## config.mk

```make
export PLATFORM = sky130hd
export DESIGN_NAME = btn_debounce
export DESIGN_NICKNAME = d
export VERILOG_FILES = /design/src/rtl/btn_debounce.sv
export SDC_FILE = /design/constraint.sdc
export NUM_CORES = 1
export LEC_CHECK = 0
export ABC_AREA = 0
export ABC_CLOCK_PERIOD_IN_PS = 2080
export BUFFER_PORTS_ARGS = -buffer_cell sky130_fd_sc_hd__buf_2
export CAP_MARGIN = 20
export CORE_MARGIN = 3
export CORE_UTILIZATION = 55
export CTS_CLUSTER_SIZE = 25
export DETAILED_ROUTE_END_ITERATION = 16
export HOLD_SLACK_MARGIN = 0.05
export PLACE_DENSITY = 0.72
export SETUP_SLACK_MARGIN = 0.15
export SLEW_MARGIN = 10
export SYNTH_ARGS = -nofsm -noshare
export SYNTH_HDL_FRONTEND = slang
export SYNTH_SLANG_ARGS = --single-unit
```

## constraint.sdc

```tcl
create_clock -name clk -period 2.08 [get_ports clk]
set_clock_uncertainty 0.05 [all_clocks]
set_input_delay 0 -clock clk [delete_from_list [all_inputs] [get_ports clk]]
set_output_delay 0 -clock clk [all_outputs]
set_load 0.01 [all_outputs]
```

## src/rtl/btn_debounce.sv

```systemverilog
// ---------------------------------------------------------------------------
// btn_debounce
//   Turns a raw, bouncing button/switch level into a clean clk-synchronous
//   level for the downstream one-shot trigger.
//
//   Signal path:
//     btn_i -> two-flop synchronizer -> 4-state qualify FSM with a stability
//     counter -> registered btn_o / busy_o.
//
//   Optional feature:
//     Define DEBOUNCE_CNT_EN to add press_cnt[7:0]. This 8-bit count of
//     qualified presses goes up by one on every CHK_H -> HIGH transition and
//     wraps from 255 to 0.
// ---------------------------------------------------------------------------
module btn_debounce #(
  parameter int STABLE_CNT = 4,   // cycles btn_s must hold before btn_o follows (>= 2)
  parameter int CNT_W      = 16   // must be wide enough to hold STABLE_CNT-1
) (
  input  logic       clk,
  input  logic       rst,
  input  logic       btn_i,
  output logic       btn_o,
  output logic       busy_o
`ifdef DEBOUNCE_CNT_EN
  ,
  output logic [7:0] press_cnt
`endif
);

  typedef enum logic [1:0] {
    LOW   = 2'b00,
    CHK_H = 2'b01,
    HIGH  = 2'b10,
    CHK_L = 2'b11
  } state_e;

  localparam logic [CNT_W-1:0] CNT_MAX = CNT_W'(STABLE_CNT - 1);

  logic [1:0]       sync_q, sync_d;
  state_e           state_q, state_d;
  logic [CNT_W-1:0] cnt_q, cnt_d;
  logic             btn_q, btn_d;
  logic             busy_q, busy_d;
  logic             btn_s;

  // After the two synchronizer flops, the synchronized level is the only
  // version of the button that the rest of the logic sees.
  assign btn_s = sync_q[1];

  // Synchronizer shift: sync[0] samples btn_i, and sync[1] samples sync[0].
  always_comb begin
    sync_d = {sync_q[0], btn_i};
  end

  // Qualify FSM: a change at btn_s is accepted only after it has held for
  // STABLE_CNT cycles. Any reversal returns to the previous stable state.
  always_comb begin
    // NOTE: every variable gets a default before the case. Otherwise a path
    // that does not assign a variable would infer a latch.
    state_d = state_q;
    cnt_d   = cnt_q;
    unique case (state_q)
      LOW: begin
        if (btn_s) begin
          state_d = CHK_H;
          cnt_d   = '0;
        end
      end
      CHK_H: begin
        if (!btn_s) begin
          state_d = LOW;
          cnt_d   = '0;
        end else if (cnt_q == CNT_MAX) begin
          state_d = HIGH;
          cnt_d   = '0;
        end else begin
          cnt_d = cnt_q + CNT_W'(1);
        end
      end
      HIGH: begin
        if (!btn_s) begin
          state_d = CHK_L;
          cnt_d   = '0;
        end
      end
      CHK_L: begin
        if (btn_s) begin
          state_d = HIGH;
          cnt_d   = '0;
        end else if (cnt_q == CNT_MAX) begin
          state_d = LOW;
          cnt_d   = '0;
        end else begin
          cnt_d = cnt_q + CNT_W'(1);
        end
      end
      default: begin
        state_d = LOW;
        cnt_d   = '0;
      end
    endcase
  end

  // Outputs are decoded from the next state, so the registered values line
  // up with the state register and no path exists from btn_i to an output.
  always_comb begin
    btn_d  = (state_d == HIGH)  || (state_d == CHK_L);
    busy_d = (state_d == CHK_H) || (state_d == CHK_L);
  end

  // State, counter, synchronizer and output registers with synchronous reset.
  always_ff @(posedge clk) begin
    // NOTE: sequential state uses non-blocking assignments. All flops then
    // update together at the edge, and read order inside the block does not
    // matter.
    if (rst) begin
      sync_q  <= '0;
      state_q <= LOW;
      cnt_q   <= '0;
      btn_q   <= 1'b0;
      busy_q  <= 1'b0;
    end else begin
      sync_q  <= sync_d;
      state_q <= state_d;
      cnt_q   <= cnt_d;
      btn_q   <= btn_d;
      busy_q  <= busy_d;
    end
  end

  assign btn_o  = btn_q;
  assign busy_o = busy_q;

`ifdef DEBOUNCE_CNT_EN
  logic [7:0] press_cnt_q, press_cnt_d;

  // Count each qualified press once, at the moment it is accepted. The
  // count wraps naturally from 255 to 0.
  always_comb begin
    press_cnt_d = press_cnt_q;
    if (state_q == CHK_H && state_d == HIGH) begin
      press_cnt_d = press_cnt_q + 8'd1;
    end
  end

  // Press counter register, cleared by reset.
  always_ff @(posedge clk) begin
    if (rst) begin
      press_cnt_q <= '0;
    end else begin
      press_cnt_q <= press_cnt_d;
    end
  end

  assign press_cnt = press_cnt_q;
`endif

endmodule

```

==> out/metrics.yaml <==
status: "complete, no violations"
path_buf_inv: 0
die_h_um: 51.3
synthTopCellsByArea: "dfxtp_1 (37%), a31oi_1 (7.8%), nand3_1 (6.2%), nand3b_1 (3.3%), bufbuf_16 (2.9%)"
cts_buffers: 3
p_per_area_mw_per_mm2: 508
yosys.area_share.simple: 0.328
syn_inst: 126
synth_top_area_frac: 0.372
area_growth_pct: 10.5
synth_top_family_by_area: "simple AND/OR/NAND/NOR gates"
grt_pass1_wl_um: 4270
cts_max_level: 1
slew_headroom: 0.585
drive_gt1_frac: 0.226
critPathSlowestCell: "or4_4"
synth_seq_area_share: 0.372
synth_area_mm2: 0.00113
final_cell_mix: "dfxtp_1 (17), nand3_1 (14), a31oi_1 (14)"
num_rows: 15
irDropWorstVdd_mv: 0.406
hold_violations: 0
finalNetCount: 142
max_stage_delay_ps: 580
critical_path_class: "reg -> reg"
wirelength_um: 2470
synth_warnings: 0
vias: 1069
synthArstFlopShare: 0
grt_max_degree: 16
min_period_ps: 1900
cp_max_fo: 6
postPlaceCellArea_mm2: 0.00116
initial_utilization: 0.614
synthAdderAreaFrac: 0.0111
via_per_inst: 6.60
power_leakage_uw: 0.000418
cts.clk_slew.worst_paths_ps: 120
final_cell_area_mm2: 0.00125
hpwl_um: 1710
start_kind: "flop"
fmaxAchievable_ghz: 0.528
power.total_uw: 635
root_buffer: "clkbuf_4"
ys_ff_latch: 21
endpoint_kind: "flop"
avgSynthCellArea_um2: 8.97
portBuffers: 4
crit_family: "simple AND/OR/NAND/NOR gates"
synth_compound_area_frac: 0.171
synthXorXnorAreaFrac: 0.0155
fin_setup_tns_ps: 0
setup_viol: 0
r2r_slack_ps: 180
layout_commonest_cell: "dfxtp_1"
crit_chain: "nand4_2, or4_4, or4b_1, nand3_1"
postRouteAntennaNets: 0
muxShareOfSynthArea: 0.0177
chipWidth_um: 51.3
dieArea_mm2: 0.00263
ys_types: 43
drc: 0
ios: 5
cp.required_ps: 2290
cts_tree: "done"
fin_crit_sh: 0.911
diodes: 0
place.gp.congestion: 0.828
antenna_found_initial: 0
grt-ovfl-total: 0
worstMarginPinSlew_ps: 619
clock_path_buffers: 2
gr-usage-all-layers: 0.213
yosysTopAreaCell: "dfxtp_1"
clk_latency_ps: 310
cap_violations: 0
first_iter_violations: 50
synth_edf_count: 0
holdCritPathClass: "reg -> reg"
first_pass_iters: 4
synth_ff_type: "dfxtp_1"
arrival_ps: 2100
synthesis.nets: 130
post_drt_wl_per_cell_um: 15.3
finalMaxSlewViolations: 0
clock_sinks: 21
grt_pass1_vias: 983
coreArea_mm2: 0.00184
rsz0062_at_grt: "true"
-- kinds of logic after synthesis --
| family | after synthesis |
|---|---|
| AOI/OAI and AO/OA | 30 |
| and+or+nand+nor | 58 |
| DFF | 21 |
| muxes | 2 |
| buffers and inverters | 12 |
| xor gates and xnor gates | 2 |
| adders and majority gates | 1 |
-- through the flow --
| stage | setup WS [ps] | hold slack [ps] | utilization | std cells |
|---|---|---|---|---|
| after CTS | 156 | 399 | 0.669 | 162 |
| after detailed placement | 104 | 175 | 0.629 | 154 |
| after floorplan | 171 | 78.2 | - | 126 |
| final | 184 | 400 | 0.679 | 162 |
| after global routing | 133 | 426 | 0.679 | 162 |
| after global placement | 160 | 160 | 0.629 | 154 |
-- power breakdown --
group	internal, uW	switching, uW
clock	74.9	125
sequential	404	2.29
combinational	12.0	15.9
-- timing repair --
| item | 4_1_cts | 5_1_grt |
|---|---|---|
| setup endpoints to repair | 1 | 11 |
| buffers inserted | 1 | 0 |
| resized for setup | 5 | 3 |
| hold buffers | 3 | 0 |
| hold endpoints to repair | 7 | 0 |
-- final timing paths --
kind                               from                     end  cells after the start
setup / recovery  cnt_q[8]$_SDFFE_PP0P_  cnt_q[14]$_SDFFE_PP0P_                      4
hold / removal     sync_q[0]$_SDFF_PP0_    sync_q[1]$_SDFF_PP0_                      1
hold reg to reg    sync_q[0]$_SDFF_PP0_    sync_q[1]$_SDFF_PP0_                      1
setup reg to reg  cnt_q[8]$_SDFFE_PP0P_  cnt_q[14]$_SDFFE_PP0P_                      4
-- per-layer routing --
layer	vias up	share of wire	GRT usage
met5	-	0	0
met4	0	0.017	0.109
met3	5	0.063	0.0379
met2	42	0.46	0.330
met1	511	0.46	0.281
li1	511	-	-
-- final cells by class --
class / instances / area, um2
clock buffer: 4 / 26.3
timing repair buffer: 16 / 118
multi-input combinational: 93 / 637
fill: 160 / 591
sequential: 21 / 425
inverter: 3 / 11.3
tap: 25 / 31.3
-- Yosys cell counts, types with 3 or more instances --
cell type / instances
a21oi_1: 6
a31oi_1: 14
and3_1: 4
clkbuf_1: 4
dfxtp_1: 21
inv_1: 3
nand2_1: 7
nand3_1: 14
nand3b_1: 5
nand4_1: 3
nor4_1: 5
-- sequential cells by signal, summed over array words and instances, names as in the netlist --
name     cells
cnt_q       16
btn_o        1
busy_o       1
state_q      1
sync_q       2
No activity file was read; power rests on OpenSTA's default activity.
